--- config.mk ---
export PLATFORM = sky130hd
export DESIGN_NAME = npu_test_sequencer_flat
export DESIGN_NICKNAME = d
export VERILOG_FILES = /design/src/rtl/npu_test_sequencer_if.sv /design/src/rtl/npu_test_sequencer.sv /design/src/flat_wrapper.sv
export SDC_FILE = /design/constraint.sdc
export NUM_CORES = 1
export LEC_CHECK = 0
export BUFFER_PORTS_ARGS = -buffer_cell sky130_fd_sc_hd__buf_2
export CORE_MARGIN = 2
export CORE_UTILIZATION = 35
export CTS_CLUSTER_SIZE = 24
export DETAILED_ROUTE_END_ITERATION = 10
export PLACE_DENSITY_LB_ADDON = 0.12
export SLEW_MARGIN = 20
export SYNTH_ARGS = -nofsm -noshare
export SYNTH_HDL_FRONTEND = slang
export SYNTH_SLANG_ARGS = --single-unit
--- constraint.sdc ---
create_clock -name clk -period 2.14 [get_ports clk]
set_clock_uncertainty 0.15 [all_clocks]
set_input_delay 0.214 -clock clk [delete_from_list [all_inputs] [get_ports clk]]
set_output_delay 0.214 -clock clk [all_outputs]
set_load 0.1 [all_outputs]
--- src/rtl/npu_test_sequencer_if.sv ---
// -----------------------------------------------------------------------------
// npu_test_sequencer_if
//   AHB-Lite bundle between the NPU test sequencer (master) and the NPU AHB
//   slave port.
//
//   Signals:
//     haddr, hwrite, hsize, hburst, hprot, htrans, hmastlock, hwdata
//                          master -> slave address/control/write data
//     hready, hresp, hrdata
//                          slave -> master transfer response and read data
//
//   Modports: master (sequencer side), slave (NPU / fabric side).
// -----------------------------------------------------------------------------
interface npu_test_sequencer_if;
  logic [31:0] haddr;
  logic        hwrite;
  logic [2:0]  hsize;
  logic [2:0]  hburst;
  logic [3:0]  hprot;
  logic [1:0]  htrans;
  logic        hmastlock;
  logic [31:0] hwdata;
  logic        hready;
  logic        hresp;
  logic [31:0] hrdata;

  modport master (
    output haddr, hwrite, hsize, hburst, hprot, htrans, hmastlock, hwdata,
    input  hready, hresp, hrdata
  );

  modport slave (
    input  haddr, hwrite, hsize, hburst, hprot, htrans, hmastlock, hwdata,
    output hready, hresp, hrdata
  );
endinterface

--- src/rtl/npu_test_sequencer.sv ---
// -----------------------------------------------------------------------------
// npu_test_sequencer
//   AHB-Lite master that sweeps the NPU test images: for each image it selects
//   the index, writes 1 to the control register, polls the status register
//   until bit0 is set, reads the result class and scores it against the
//   expected class. Transfers are never pipelined.
//
//   Optional feature: define SEQ_TIMEOUT_EN to add a poll watchdog that
//   forces the error exit after TIMEOUT_CYC cycles of polling.
//
//   Ports:
//     clk, resetn        clock, synchronous active-low reset
//     start_i            one-cycle pulse, starts a sweep when idle
//     exp_class_i        expected class per image, image k at [k*CLASS_W +: CLASS_W]
//     ahb                AHB-Lite master bundle (npu_test_sequencer_if.master)
//     test_img_index_o   image select to the NPU
//     busy_o             sweep in progress
//     done_o, err_o      sticky completion / error flags, cleared on start
//     pass_cnt_o         images whose class matched
//     fail_cnt_o         images whose class mismatched
//     last_class_o       most recently read class
// -----------------------------------------------------------------------------
module npu_test_sequencer #(
  parameter int unsigned NUM_IMAGES  = 4,
  parameter int unsigned IDX_W       = 2,
  parameter int unsigned CLASS_W     = 5,
  parameter logic [31:0] CTRL_ADDR   = 32'h0000_0000,
  parameter logic [31:0] STATUS_ADDR = 32'h0000_0004,
  parameter logic [31:0] RESULT_ADDR = 32'h0000_0008,
  parameter int unsigned POLL_GAP    = 8,
  parameter int unsigned TIMEOUT_CYC = 1_000_000
) (
  input  logic                                clk,
  input  logic                                resetn,
  input  logic                                start_i,
  input  logic [NUM_IMAGES*CLASS_W-1:0]       exp_class_i,
  npu_test_sequencer_if.master                ahb,
  output logic [IDX_W-1:0]                    test_img_index_o,
  output logic                                busy_o,
  output logic                                done_o,
  output logic                                err_o,
  output logic [$clog2(NUM_IMAGES+1)-1:0]     pass_cnt_o,
  output logic [$clog2(NUM_IMAGES+1)-1:0]     fail_cnt_o,
  output logic [CLASS_W-1:0]                  last_class_o
);

  localparam int unsigned CNT_W    = $clog2(NUM_IMAGES + 1);
  localparam logic [31:0] GAP_LAST = (POLL_GAP > 0) ? 32'(POLL_GAP - 1) : 32'd0;
  localparam logic [1:0]  HT_IDLE   = 2'b00;
  localparam logic [1:0]  HT_NONSEQ = 2'b10;

  typedef enum logic [3:0] {
    S_IDLE,
    S_SET_IDX,
    S_WR_A,
    S_WR_D,
    S_POLL_A,
    S_POLL_D,
    S_GAP,
    S_RES_A,
    S_RES_D,
    S_NEXT,
    S_DONE,
    S_ERR
  } state_t;

  state_t             r_state;
  state_t             w_next;
  logic [IDX_W-1:0]   r_idx;
  logic               r_done;
  logic               r_err;
  logic [CNT_W-1:0]   r_pass;
  logic [CNT_W-1:0]   r_fail;
  logic [CLASS_W-1:0] r_last_class;
  logic [31:0]        r_gap_cnt;

  logic [CLASS_W-1:0] w_exp_class;
  logic [CLASS_W-1:0] w_rd_class;
  logic               w_last_img;
  logic               w_tmo;
  logic               w_unused_rdata;

  // Bus outputs
  logic [31:0]        w_haddr;
  logic               w_hwrite;
  logic [1:0]         w_htrans;
  logic [31:0]        w_hwdata;
  logic               w_active;

  assign w_rd_class     = ahb.hrdata[CLASS_W-1:0];
  assign w_last_img     = (r_idx == IDX_W'(NUM_IMAGES - 1));
  assign w_unused_rdata = ^ahb.hrdata;

  // Expected class of the current image (loop avoids a variable-width multiply)
  always_comb begin
    w_exp_class = '0;
    for (int unsigned k = 0; k < NUM_IMAGES; k++) begin
      if (r_idx == IDX_W'(k)) begin
        w_exp_class = exp_class_i[k*CLASS_W +: CLASS_W];
      end
    end
  end

`ifdef SEQ_TIMEOUT_EN
  logic [31:0] r_wdog;

  // Restarted when polling begins for an image; saturates once expired
  always_ff @(posedge clk) begin
    if (!resetn) begin
      r_wdog <= '0;
    end else if (r_state == S_WR_D && w_next == S_POLL_A) begin
      r_wdog <= '0;
    end else if ((r_state == S_POLL_A || r_state == S_POLL_D || r_state == S_GAP) && !w_tmo) begin
      r_wdog <= r_wdog + 32'd1;
    end
  end

  assign w_tmo = (r_wdog >= 32'(TIMEOUT_CYC));
`else
  localparam int unsigned unused_timeout_cyc = TIMEOUT_CYC;
  assign w_tmo = 1'b0;
`endif

  // Next-state logic
  always_comb begin
    w_next = r_state;
    unique case (r_state)
      S_IDLE:    if (start_i) w_next = S_SET_IDX;
      S_SET_IDX: w_next = S_WR_A;
      S_WR_A:    if (ahb.hready) w_next = S_WR_D;
      S_WR_D: begin
        if (ahb.hready) w_next = ahb.hresp ? S_ERR : S_POLL_A;
      end
      S_POLL_A:  if (ahb.hready) w_next = S_POLL_D;
      S_POLL_D: begin
        // Only the second (hready=1) cycle of an ERROR response ends the phase
        if (ahb.hready) begin
          if (ahb.hresp || w_tmo)  w_next = S_ERR;
          else if (ahb.hrdata[0])  w_next = S_RES_A;
          else if (POLL_GAP == 0)  w_next = S_POLL_A;
          else                     w_next = S_GAP;
        end
      end
      S_GAP: begin
        if (w_tmo)                       w_next = S_ERR;
        else if (r_gap_cnt == GAP_LAST)  w_next = S_POLL_A;
      end
      S_RES_A:   if (ahb.hready) w_next = S_RES_D;
      S_RES_D: begin
        if (ahb.hready) w_next = ahb.hresp ? S_ERR : S_NEXT;
      end
      S_NEXT:    w_next = w_last_img ? S_DONE : S_SET_IDX;
      S_DONE:    w_next = S_IDLE;
      S_ERR:     w_next = S_IDLE;
      default:   w_next = S_IDLE;
    endcase
  end

  // Moore bus outputs: address-phase states issue NONSEQ, all else IDLE
  always_comb begin
    w_haddr  = '0;
    w_hwrite = 1'b0;
    w_htrans = HT_IDLE;
    w_hwdata = '0;
    unique case (r_state)
      S_WR_A: begin
        w_haddr  = CTRL_ADDR;
        w_hwrite = 1'b1;
        w_htrans = HT_NONSEQ;
      end
      S_WR_D:   w_hwdata = 32'h0000_0001;
      S_POLL_A: begin
        w_haddr  = STATUS_ADDR;
        w_htrans = HT_NONSEQ;
      end
      S_RES_A: begin
        w_haddr  = RESULT_ADDR;
        w_htrans = HT_NONSEQ;
      end
      default: ;
    endcase
  end

  // Fixed fields are held at zero only while idle so reset leaves the bus all-zero
  assign w_active      = (r_state != S_IDLE);
  assign ahb.haddr     = w_haddr;
  assign ahb.hwrite    = w_hwrite;
  assign ahb.htrans    = w_htrans;
  assign ahb.hwdata    = w_hwdata;
  assign ahb.hsize     = w_active ? 3'b010  : '0;
  assign ahb.hburst    = 3'b000;
  assign ahb.hprot     = w_active ? 4'b0011 : '0;
  assign ahb.hmastlock = 1'b0;

  // State and scoring registers
  always_ff @(posedge clk) begin
    if (!resetn) begin
      r_state      <= S_IDLE;
      r_idx        <= '0;
      r_done       <= 1'b0;
      r_err        <= 1'b0;
      r_pass       <= '0;
      r_fail       <= '0;
      r_last_class <= '0;
      r_gap_cnt    <= '0;
    end else begin
      r_state   <= w_next;
      r_gap_cnt <= (r_state == S_GAP) ? r_gap_cnt + 32'd1 : '0;
      unique case (r_state)
        S_IDLE: begin
          if (start_i) begin
            r_idx  <= '0;
            r_done <= 1'b0;
            r_err  <= 1'b0;
            r_pass <= '0;
            r_fail <= '0;
          end
        end
        S_RES_D: begin
          if (ahb.hready && !ahb.hresp) begin
            r_last_class <= w_rd_class;
            if (w_rd_class == w_exp_class) r_pass <= r_pass + CNT_W'(1);
            else                           r_fail <= r_fail + CNT_W'(1);
          end
        end
        S_NEXT: begin
          if (!w_last_img) r_idx <= r_idx + IDX_W'(1);
        end
        S_DONE: r_done <= 1'b1;
        S_ERR: begin
          r_done <= 1'b1;
          r_err  <= 1'b1;
        end
        default: ;
      endcase
    end
  end

  assign test_img_index_o = r_idx;
  assign busy_o           = (r_state != S_IDLE) && (r_state != S_DONE) && (r_state != S_ERR);
  assign done_o           = r_done;
  assign err_o            = r_err;
  assign pass_cnt_o       = r_pass;
  assign fail_cnt_o       = r_fail;
  assign last_class_o     = r_last_class;

endmodule
--- src/flat_wrapper.sv ---
// flat-port wrapper written by rule: the top's interface ports become plain ports
module npu_test_sequencer_flat 
#(
  parameter int unsigned NUM_IMAGES  = 4,
  parameter int unsigned IDX_W       = 2,
  parameter int unsigned CLASS_W     = 5,
  parameter logic [31:0] CTRL_ADDR   = 32'h0000_0000,
  parameter logic [31:0] STATUS_ADDR = 32'h0000_0004,
  parameter logic [31:0] RESULT_ADDR = 32'h0000_0008,
  parameter int unsigned POLL_GAP    = 8,
  parameter int unsigned TIMEOUT_CYC = 1_000_000
)
  (clk, resetn, start_i, exp_class_i, test_img_index_o, busy_o, done_o, err_o, pass_cnt_o, fail_cnt_o, last_class_o, ahb_haddr, ahb_hwrite, ahb_hsize, ahb_hburst, ahb_hprot, ahb_htrans, ahb_hmastlock, ahb_hwdata, ahb_hready, ahb_hresp, ahb_hrdata);
  npu_test_sequencer_if ahb_i ();
  input  logic clk;
  input  logic resetn;
  input  logic start_i;
  input  logic [NUM_IMAGES*CLASS_W-1:0] exp_class_i;
  output logic [IDX_W-1:0] test_img_index_o;
  output logic busy_o;
  output logic done_o;
  output logic err_o;
  output logic [$clog2(NUM_IMAGES+1)-1:0] pass_cnt_o;
  output logic [$clog2(NUM_IMAGES+1)-1:0] fail_cnt_o;
  output logic [CLASS_W-1:0] last_class_o;
  output wire logic [$bits(ahb_i.haddr)-1:0] ahb_haddr;
  output wire logic [$bits(ahb_i.hwrite)-1:0] ahb_hwrite;
  output wire logic [$bits(ahb_i.hsize)-1:0] ahb_hsize;
  output wire logic [$bits(ahb_i.hburst)-1:0] ahb_hburst;
  output wire logic [$bits(ahb_i.hprot)-1:0] ahb_hprot;
  output wire logic [$bits(ahb_i.htrans)-1:0] ahb_htrans;
  output wire logic [$bits(ahb_i.hmastlock)-1:0] ahb_hmastlock;
  output wire logic [$bits(ahb_i.hwdata)-1:0] ahb_hwdata;
  input wire logic [$bits(ahb_i.hready)-1:0] ahb_hready;
  input wire logic [$bits(ahb_i.hresp)-1:0] ahb_hresp;
  input wire logic [$bits(ahb_i.hrdata)-1:0] ahb_hrdata;
  assign ahb_haddr = ahb_i.haddr;
  assign ahb_hwrite = ahb_i.hwrite;
  assign ahb_hsize = ahb_i.hsize;
  assign ahb_hburst = ahb_i.hburst;
  assign ahb_hprot = ahb_i.hprot;
  assign ahb_htrans = ahb_i.htrans;
  assign ahb_hmastlock = ahb_i.hmastlock;
  assign ahb_hwdata = ahb_i.hwdata;
  assign ahb_i.hready = ahb_hready;
  assign ahb_i.hresp = ahb_hresp;
  assign ahb_i.hrdata = ahb_hrdata;
  npu_test_sequencer #(.NUM_IMAGES(NUM_IMAGES), .IDX_W(IDX_W), .CLASS_W(CLASS_W), .CTRL_ADDR(CTRL_ADDR), .STATUS_ADDR(STATUS_ADDR), .RESULT_ADDR(RESULT_ADDR), .POLL_GAP(POLL_GAP), .TIMEOUT_CYC(TIMEOUT_CYC)) u_core (.clk(clk), .resetn(resetn), .start_i(start_i), .exp_class_i(exp_class_i), .ahb(ahb_i), .test_img_index_o(test_img_index_o), .busy_o(busy_o), .done_o(done_o), .err_o(err_o), .pass_cnt_o(pass_cnt_o), .fail_cnt_o(fail_cnt_o), .last_class_o(last_class_o));
endmodule
==> results.toml <==
[logic_synthesis]
yosys-top-cells-area = "dfxtp_1 (31%), buf_4 (17%), nor2_1 (6.0%), xnor2_1 (4.5%), nand2_1 (3.9%)"
yosysMostFrequentCell = "buf_4"
avgSynthCellArea_um2 = 7.84
ys_warn_count = 0
synth_top_cell_by_area = "dfxtp_1"
synth_seq_cells = 51
synth_edf_count = 0
netlist_area_mm2 = 0.00329
ys_seq_area_frac = 0.310
yosysTopAreaCellShare = 0.310
synthFlopType = "dfxtp_1"
synth_cells = 420
ys_types = 49
synthTopCellsByCount = "buf_4 (73), nor2_1 (53), dfxtp_1 (51)"
synthArstFlopShare = 0

[cts]
clkSlewWorstSetupHoldPaths_ns = 0.10
cts_sinks = 51
cts_max_level = 2
cts_root_buffer = "clkbuf_8"
max-clock-path-buffers = 2
cts_buffers = 5
cts_tree = "yes"
clock_latency_ns = 0.31

[power]
p_total_mw = 4.21
sequentialPowerShare = 0.250
irDropWorstVdd_v = 0.00155
internal_power_mw = 1.95
p_leak_nw = 1.69
switching_power_mw = 2.26
p_per_area_mw_per_mm2 = 1040
p_comb_frac = 0.586
clkPwrFrac = 0.164
switching_share = 0.537

[drt]
post_drt_wl_per_cell_um = 11.8
vias = 2894
via_per_inst = 4.69
firstDrtPassIters = 4
initialDrtViolationCount = 90
ant_nets = 0
drc = 0
wl_mm = 7.28

[final_layout]
n_antenna_cell = 0
multiInputGateArea_mm2 = 0.00205
layout-drive-gt1-share = 0.279
register_area_mm2 = 0.00103
fin_cells = 617
post-route-util = 0.442
nFillCells = 950
nets = 569
final_area_mm2 = 0.00406
area_growth_pct = 23.3

[grt]
antenna_found_initial = 0
grt_pass1_wl_mm = 11.9
grt_max_degree = 21
globalRoute.totalOverflow = 0
grt.total_usage = 0.142
grt_pass1_vias = 2515

[floorplan]
io_pins = 151
fp.dieArea_mm2 = 0.0102
die_w_um = 101
core-area_mm2 = 0.00920
initial_core_util = 0.358
rows = 35
die_h_um = 101

[sta]
tightest_slew_ns = 0.546
hold_violations = 0
finalSetupViolCount = 6
fin_hold_ws_ns = 0.0119
slew_headroom = 0.635
rsz0062_at_grt = "yes"
finalCritPeriodShare = 1.13
tns_ns = -1.40
period_minus_slack_ns = 2.41
max_freq_mhz = 415
fin_ws_ns = -0.271
finalMaxSlewViolations = 0

[job]
cap_violations = 0

[worst_setup_path]
cp_data_arrival_time_ns = 2.43
critPathKind = "flip-flop to flip-flop"
worst_setup_path_start_kind = "flip-flop"
crit_path_max_fanout = 5
required_ns = 2.16
endpoint_kind = "flip-flop"

[min_path]
hp-class = "primary input to flip-flop"

[placed_design]
io_buffers = 53
dpl_worst_slack_ns = -0.245
postPlaceCellArea_mm2 = 0.00376
gp_congestion = 0.792
place_inst = 597
dp_hpwl_mm = 5.42

[outcome]
status = "finished, violations left"
failed_checks = "negative setup slack"
## cell type report
cell class              instances  area share
repair buffers                 96       0.170
inverters                      10      0.0105
clock inverters                 3      0.0108
multi-input cells             341       0.504
flip-flops and latches         51       0.254
clock buffers                   5      0.0169
well taps                     111      0.0342
## worst paths after layout
| check | start | endpoint | slack [ns] | cells after the start |
|---|---|---|---|---|
| worst max register to register | u_core.test_img_index_o[1] | u_core.pass_cnt_o[0] | -0.27 | 10 |
| worst max-delay path | u_core.test_img_index_o[1] | u_core.pass_cnt_o[0] | -0.27 | 10 |
| worst min register to register | u_core.last_class_o[0] | u_core.last_class_o[0] | 0.31 | 2 |
| worst min-delay path | ahb_hrdata[4] | u_core.last_class_o[4] | 0.01 | 3 |
## sequential cells by signal, summed over array words and instances, names as in the netlist
name	count
u_core.fail_cnt_o	3
u_core.r_gap_cnt	32
u_core.last_class_o	5
u_core.err_o	1
u_core.test_img_index_o	2
u_core.pass_cnt_o	3
u_core.r_state	4
u_core.done_o	1
## power groups by stage
stage	Sequential, mW	Combinational (mW)	Clock [mW]
after global routing	1.06	2.58	0.745
after detailed placement	1.08	2.39	0
after global placement	1.07	2.39	0
after CTS	1.06	2.43	0.710
final	1.05	2.47	0.690
after floorplan	1.14	2.01	0
## cells by family (layout without fill, tap and decap cells)
| group | Yosys count | in the layout | share of synthesized area |
|---|---|---|---|
| AND/OR/NAND/NOR | 172 | 172 | 0.258 |
| buffers and inverters | 97 | 114 | 0.196 |
| AO/OA/AOI/OAI | 61 | 61 | 0.125 |
| flip-flops | 51 | 51 | 0.310 |
| XOR/XNOR | 31 | 31 | 0.0824 |
| adder cells (fa/ha/maj) | 7 | 7 | 0.0266 |
| other | 1 | 70 | 0.00114 |
## timing repair
action                                 in CTS  in global routing
endpoints found under the hold margin       1                  0
pin swaps                                   1                 12
hold buffers                                1                  0
setup endpoints to repair                   7                 11
gates resized for setup                    10                 14
setup buffers                               0                 10
cloned                                      1                  0
## placed cells by master (no fill, tap or decap), drive strengths merged, types with 10 or more instances in the layout
cell	n
nand2	34
nor2	53
xnor2	17
a21oi	21
xor2	14
dfxtp	51
buf	94
inv	10
nand3	18
conb	70
nand4	10
o21ai	10
nor3	14
## per-layer routing
layer | vias up | wire length, um | global-route usage
met5 | - | 0 | 0
met1 | 1332 | 3690 | 0.209
met4 | 0 | 89 | 0.0405
met2 | 92 | 3130 | 0.211
met3 | 9 | 380 | 0.0270
li1 | 1461 | - | -
## worst max-delay path, cell delays in order (launching register included)
cell      delay [ns]
dfxtp_4         0.37
buf_12          0.13
ha_4            0.17
buf_6           0.11
a221o_1         0.26
a22oi_2         0.23
xnor2_2         0.13
nor4_4          0.31
buf_4           0.19
o21a_1          0.16
a211oi_2        0.07
(Power assumes the default switching activity.)
